===== src/rtl/instr_fetch.sv =====
// Instruction fetch stage.
// Holds the fetch PC, issues word reads to instruction memory under a credit
// limit, buffers in-order responses in a small queue and presents {pc, instr}
// to decode. A redirect flushes the queue and marks every in-flight fetch for
// discard, so only instructions from the new path ever reach decode.
//
// Handshake rule used on every interface: a transfer happens on a rising edge
// where valid && ready are both 1. The producer holds valid and payload stable
// until the transfer. The only exception is the request channel, which is
// withdrawn in a redirect cycle. ready may depend on valid, but valid never
// depends on ready.
module instr_fetch #(
  parameter logic [31:0] RESET_PC = 32'h0000_0000,
  parameter int          QDEPTH   = 2
) (
  input  logic        clk,
  input  logic        rst,
  // instruction memory request channel
  output logic        imem_req_valid,
  input  logic        imem_req_ready,
  output logic [31:0] imem_req_addr,
  // instruction memory response channel (in order, never stalls)
  input  logic        imem_rsp_valid,
  input  logic [31:0] imem_rsp_data,
  // branch/jump redirect from execute
  input  logic        redirect_valid,
  input  logic [31:0] redirect_pc,
  // decode-side channel
  output logic        id_valid,
  input  logic        id_ready,
  output logic [31:0] id_instr,
  output logic [31:0] id_pc
);

  // Counters hold 0..QDEPTH, so they need one bit more than the pointers.
  localparam int CW = $clog2(QDEPTH) + 1;
  localparam int PW = (QDEPTH > 1) ? $clog2(QDEPTH) : 1;
  localparam logic [CW:0]   QD_EXT  = (CW + 1)'(QDEPTH);
  localparam logic [CW-1:0] QD_CNT  = CW'(QDEPTH);
  localparam logic [31:0]   PC_INIT = {RESET_PC[31:2], 2'b00};

  // Architectural fetch state
  logic [31:0]   fetch_pc;
  // outstanding counts every accepted request whose response has not yet
  // returned. discard counts how many of the oldest of those belong to a
  // squashed path. Invariant: discard <= outstanding.
  logic [CW-1:0] outstanding;
  logic [CW-1:0] discard;

  // Fetch queue storage and control
  logic [31:0]   q_pc    [QDEPTH];
  logic [31:0]   q_instr [QDEPTH];
  logic [PW-1:0] wr_ptr;
  logic [PW-1:0] rd_ptr;
  logic [CW-1:0] q_count;

  // Per-cycle control
  logic [CW:0]   credit_used;
  logic          accept;
  logic          push;
  logic          pop;
  logic [31:0]   out_bytes;
  logic [31:0]   rsp_pc;
  logic [31:0]   redirect_target;
  logic [1:0]    unused_redirect_lo;

  // The two low redirect bits are ignored: targets are always word aligned.
  assign unused_redirect_lo = redirect_pc[1:0];
  assign redirect_target    = {redirect_pc[31:2], 2'b00};

  // Credit check, handshakes and the PC that belongs to an arriving response.
  // Live (non-discarded) requests are contiguous words ending just below
  // fetch_pc. A response is only kept when discard is zero, and then every
  // outstanding request is live, so the oldest one sits at
  // fetch_pc - 4*outstanding. Subtraction wraps the same way the PC does.
  always_comb begin
    credit_used    = {1'b0, outstanding} + {1'b0, q_count};
    imem_req_valid = !rst && !redirect_valid && (credit_used < QD_EXT);
    imem_req_addr  = fetch_pc;
    accept         = imem_req_valid && imem_req_ready;

    id_valid       = !rst && (q_count != '0);
    id_instr       = q_instr[rd_ptr];
    id_pc          = q_pc[rd_ptr];

    // A redirect squashes the same-cycle response and ignores the pop.
    push           = imem_rsp_valid && !redirect_valid && (discard == '0);
    pop            = id_valid && id_ready && !redirect_valid;

    out_bytes      = 32'(outstanding) << 2;
    rsp_pc         = fetch_pc - out_bytes;
  end

  // Fetch PC: reset, redirect, or advance by one word on an accepted request.
  always_ff @(posedge clk) begin
    if (rst) begin
      fetch_pc <= PC_INIT;
    end else if (redirect_valid) begin
      fetch_pc <= redirect_target;
    end else if (accept) begin
      fetch_pc <= fetch_pc + 32'd4;
    end
  end

  // In-flight bookkeeping. Every response retires one outstanding request,
  // including a response that arrives during a redirect. On a redirect, all
  // requests still in flight after this cycle's response belong to the old
  // path. Setting discard to exactly that number keeps back-to-back
  // redirects exact, because requests already marked are not counted twice.
  always_ff @(posedge clk) begin
    if (rst) begin
      outstanding <= '0;
      discard     <= '0;
    end else begin
      outstanding <= outstanding + CW'(accept) - CW'(imem_rsp_valid);
      if (redirect_valid) begin
        discard <= outstanding - CW'(imem_rsp_valid);
      end else if (imem_rsp_valid && (discard != '0)) begin
        discard <= discard - CW'(1);
      end
    end
  end

  // Queue pointers and occupancy. Both reset and redirect flush the queue.
  always_ff @(posedge clk) begin
    if (rst || redirect_valid) begin
      wr_ptr  <= '0;
      rd_ptr  <= '0;
      q_count <= '0;
    end else begin
      if (push) begin
        wr_ptr <= wr_ptr + PW'(1);
      end
      if (pop) begin
        rd_ptr <= rd_ptr + PW'(1);
      end
      q_count <= q_count + CW'(push) - CW'(pop);
    end
  end

  // Queue payload. Entries become visible to decode on the cycle after the write.
  always_ff @(posedge clk) begin
    if (push) begin
      q_pc[wr_ptr]    <= rsp_pc;
      q_instr[wr_ptr] <= imem_rsp_data;
    end
  end

  // Design-error checks. The credit scheme should make these unreachable.
  always_ff @(posedge clk) begin
    if (!rst) begin
      assert (!(push && !pop && (q_count == QD_CNT)));
      assert (!(imem_rsp_valid && (outstanding == '0)));
      assert (outstanding <= QD_CNT);
      assert (discard <= outstanding);
    end
  end

endmodule


===== config.mk =====
export PLATFORM = sky130hd
export DESIGN_NAME = instr_fetch
export DESIGN_NICKNAME = d
export VERILOG_FILES = /design/src/rtl/instr_fetch.sv
export SDC_FILE = /design/constraint.sdc
export NUM_CORES = 1
export LEC_CHECK = 0
export ABC_AREA = 1
export BUFFER_PORTS_ARGS = -buffer_cell sky130_fd_sc_hd__buf_2
export CAP_MARGIN = 40
export CORE_UTILIZATION = 40
export CTS_BUF_LIST = sky130_fd_sc_hd__clkbuf_8
export CTS_CLUSTER_DIAMETER = 40
export CTS_CLUSTER_SIZE = 12
export DETAILED_ROUTE_END_ITERATION = 12
export PLACE_DENSITY = 0.66
export SETUP_SLACK_MARGIN = 0.02
export SLEW_MARGIN = 15
export SYNTH_ARGS = -nofsm -noshare
export SYNTH_HDL_FRONTEND = slang
export SYNTH_SLANG_ARGS = --single-unit

===== constraint.sdc =====
create_clock -name clk -period 5 [get_ports clk]
set_input_delay 0.5 -clock clk [delete_from_list [all_inputs] [get_ports clk]]
set_output_delay 0.5 -clock clk [all_outputs]
set_load 0.02 [all_outputs]

==> impl_metrics.tcl <==
set metrics [dict create \
    worstPathArrival_ns 2.41 \
    diodes 0 \
    clk_pin_slew_ns 0.10 \
    final_common_cell "buf_2" \
    drc 0 \
    comb_power_share_pct 14.2 \
    hp-class "primary input to flip-flop" \
    cp.required_ns 4.50 \
    layout-drive-gt1-share_pct 32.9 \
    status "finished, final reports clean" \
    core_area_mm2 0.0195 \
    post_layout_nonfiller_instances 1199 \
    finalClockSkew_ns 0.0179 \
    min_period_over_period_pct 58.2 \
    cts_tree "built" \
    regToRegEndpoint "imem_req_addr[13]" \
    r2r-start "outstanding[1]" \
    setup_viol 0 \
    ff_latch_area_mm2 0.00451 \
    vias_per_cell 4.81 \
    power_density_mw_per_mm2 310 \
    final-hold-violation-count 0 \
    p_seq_share_pct 54.7 \
    grt_first_pass_wirelength_mm 28.2 \
    wl_per_cell_um 15.2 \
    synth_edf_count 124 \
    yosysSeqAreaShare_pct 56.5 \
    hold_ws_ns 0.235 \
    ys_warn_count 0 \
    drv_cap 0 \
    layout_common_cells "161 x buf_2, 138 x nand2_1, 124 x edfxtp_1" \
    first_pass_iters 5 \
    reg2reg_setup_slack_ns 2.26 \
    rr_worst_depth 7 \
    htree_levels 4 \
    crit_path_cell_trace "buf_4 > mux2_2 > buf_2" \
    fp-row-count 51 \
    place_inst 1167 \
    area_growth_pct 17.1 \
    cts.sinks 163 \
    syn_area_per_cell_um2 10.4 \
    io_pins 168 \
    slew_viol_final 0 \
    fmax_ghz 0.344 \
    slew_headroom_pct 46.9 \
    tns_ns 0 \
    crit_slowest_cell "dfxtp_2" \
    power.switching_uw 821 \
    worst_slack_ns 2.09 \
    cts_max_path_buffers 2 \
    drtIter0Drc 296 \
    grt_start_max_net_pins 48 \
    fp.dieH_um 143 \
    postRouteWirelength_mm 18.2 \
    synthesis.area_mm2 0.00798 \
    path_max_fanout 37 \
    die_x_um 143 \
    worstSkewPairLatency_ns 0.46 \
    clock_power_share_pct 31.1 \
    p_leak_uw 0.00383 \
    grt-ovfl-total 0 \
    rsz0062_at_grt "no" \
    gp_congestion 0.850 \
    crit_path_end_kind "output port" \
    period_needed_ns 2.91 \
    gr-usage-all-layers_pct 18.2 \
    async_reset_ff_share_pct 0 \
    antenna_found_initial 0 \
    synth_cell_types 37 \
    path_delay_family "flip-flops" \
    multi_input_area_mm2 0.00298 \
    portBuffers 161 \
    synth_seq_cells 163 \
    cp.depth 3 \
    cts_setup_buffers 0 \
    dieArea_mm2 0.0205 \
    place_ws_ns 1.77 \
    ys.flop_type "edfxtp_1" \
    worstMarginPinSlew_ns 0.796 \
    ir_drop_v 0.000162 \
    start_util_pct 40.9 \
    ctsHoldBuffers 0 \
    start_kind "flip-flop" \
    num_vias 5773 \
    nets 1002 \
    cts-buffers-inserted 17 \
    cts_resized 0 \
    grt_pass1_vias 5600 \
    crit_type "flip-flop to output port" \
    critPathMaxStageDelay_ns 0.78 \
    sw_frac_of_total_pct 28.4 \
    endpoint "id_pc[19]" \
    postSynthCellCount 769 \
    clockRootBuffer "clkbuf_8" \
    cell_internal_pwr_uw 2070 \
    fill_cells 1872 \
    ant_nets 0 \
    hpwl_mm 13.1 \
    critPathBufInv 2 \
]
[worst min-delay path by stage]
stage | start | end | slack [ns] | cells after the start
CTS | imem_rsp_data[27] | q_instr[0][27] | 0.20 | 1
finish | imem_rsp_data[30] | q_instr[1][30] | 0.23 | 1
floorplan | wr_ptr | wr_ptr | 0.46 | 2
global placement | rd_ptr | flip-flop | 0.47 | 2
global route | imem_rsp_data[9] | q_instr[1][9] | 0.20 | 1
detailed placement | rd_ptr | flip-flop | 0.48 | 2
[area by class of cell]
cell class              count  share of cell area (%)
clock buffers              17                    2.50
clock inverters            15                    1.42
flip-flops and latches    163                    48.2
repair buffers            165                    8.94
well taps                 265                    3.55
multi-input cells         488                    31.9
inverters                  86                    3.45
[Yosys cell counts, types with 2 or more instances]
| library cell | number | area share, % |
|---|---|---|
| nand2_1 | 138 | 6.5 |
| edfxtp_1 | 124 | 47 |
| inv_1 | 78 | 3.7 |
| nor2_1 | 77 | 3.6 |
| mux2_2 | 62 | 8.8 |
| dfxtp_1 | 39 | 9.8 |
| nand3_1 | 39 | 2.4 |
| xor2_1 | 36 | 4.0 |
| o21ai_0 | 28 | 1.8 |
| a21oi_1 | 24 | 1.5 |
| buf_2 | 20 | 1.3 |
| nor2_2 | 13 | 1.0 |
| nand4_1 | 11 | 0.86 |
| ha_1 | 9 | 1.4 |
| nor2_4 | 9 | 1.3 |
| a31oi_1 | 8 | 0.63 |
| buf_4 | 8 | 0.75 |
| inv_2 | 7 | 0.33 |
| nand2_2 | 6 | 0.47 |
| clkbuf_1 | 5 | 0.24 |
| nand3_2 | 3 | 0.38 |
| nor3_1 | 3 | 0.19 |
| or2_2 | 3 | 0.24 |
| a21oi_2 | 2 | 0.22 |
| and2_1 | 2 | 0.16 |
| fa_1 | 2 | 0.50 |
| nand2_4 | 2 | 0.28 |
| xnor2_1 | 2 | 0.22 |
[per-layer routing]
metal	track usage, %	vias to the layer above	part of all wire [%]
li1	-	2872	-
met1	22.7	2688	44
met2	31.0	194	48
met3	4.36	19	6.6
met4	5.54	0	1.2
met5	0	-	0
[logic make-up after synthesis]
| logic type | synth area share (%) |
|---|---|
| AND/OR/NAND/NOR | 17.8 |
| flip-flops | 56.5 |
| XOR/XNOR | 4.17 |
| other | 0.0470 |
| multiplexers | 8.75 |
| adder cells (fa/ha/maj) | 1.91 |
| AO/OA/AOI/OAI | 4.38 |
| buffers and inverters | 6.48 |
[power groups by stage]
stage          sequential, µW  clock [µW]  combinational [µW]
6_report                 1580         901                 410
4_1_cts                  1580         928                 414
3_5_place_dp             1610           0                 412
3_3_place_gp             1610           0                 406
2_1_floorplan            1610           0                 279
5_1_grt                  1590         978                 458
[flip-flops by register name, summed over array words and instances, names as in the netlist, named ones only]
register / flops
discard: 2
imem_req_addr: 30
outstanding: 2
q_count: 2
q_instr: 64
q_pc: 60
rd_ptr: 1
wr_ptr: 1
[per-stage QoR]
step	power, µW	area (µm²)	util, %
CTS	2930	9350	47.9
finish	2900	9350	47.9
floorplan	1890	7990	-
global placement	2020	8980	46.0
detailed placement	2030	8980	46.0
global route	3030	9350	47.9
Note: power is estimated with default switching activity, not from simulation.
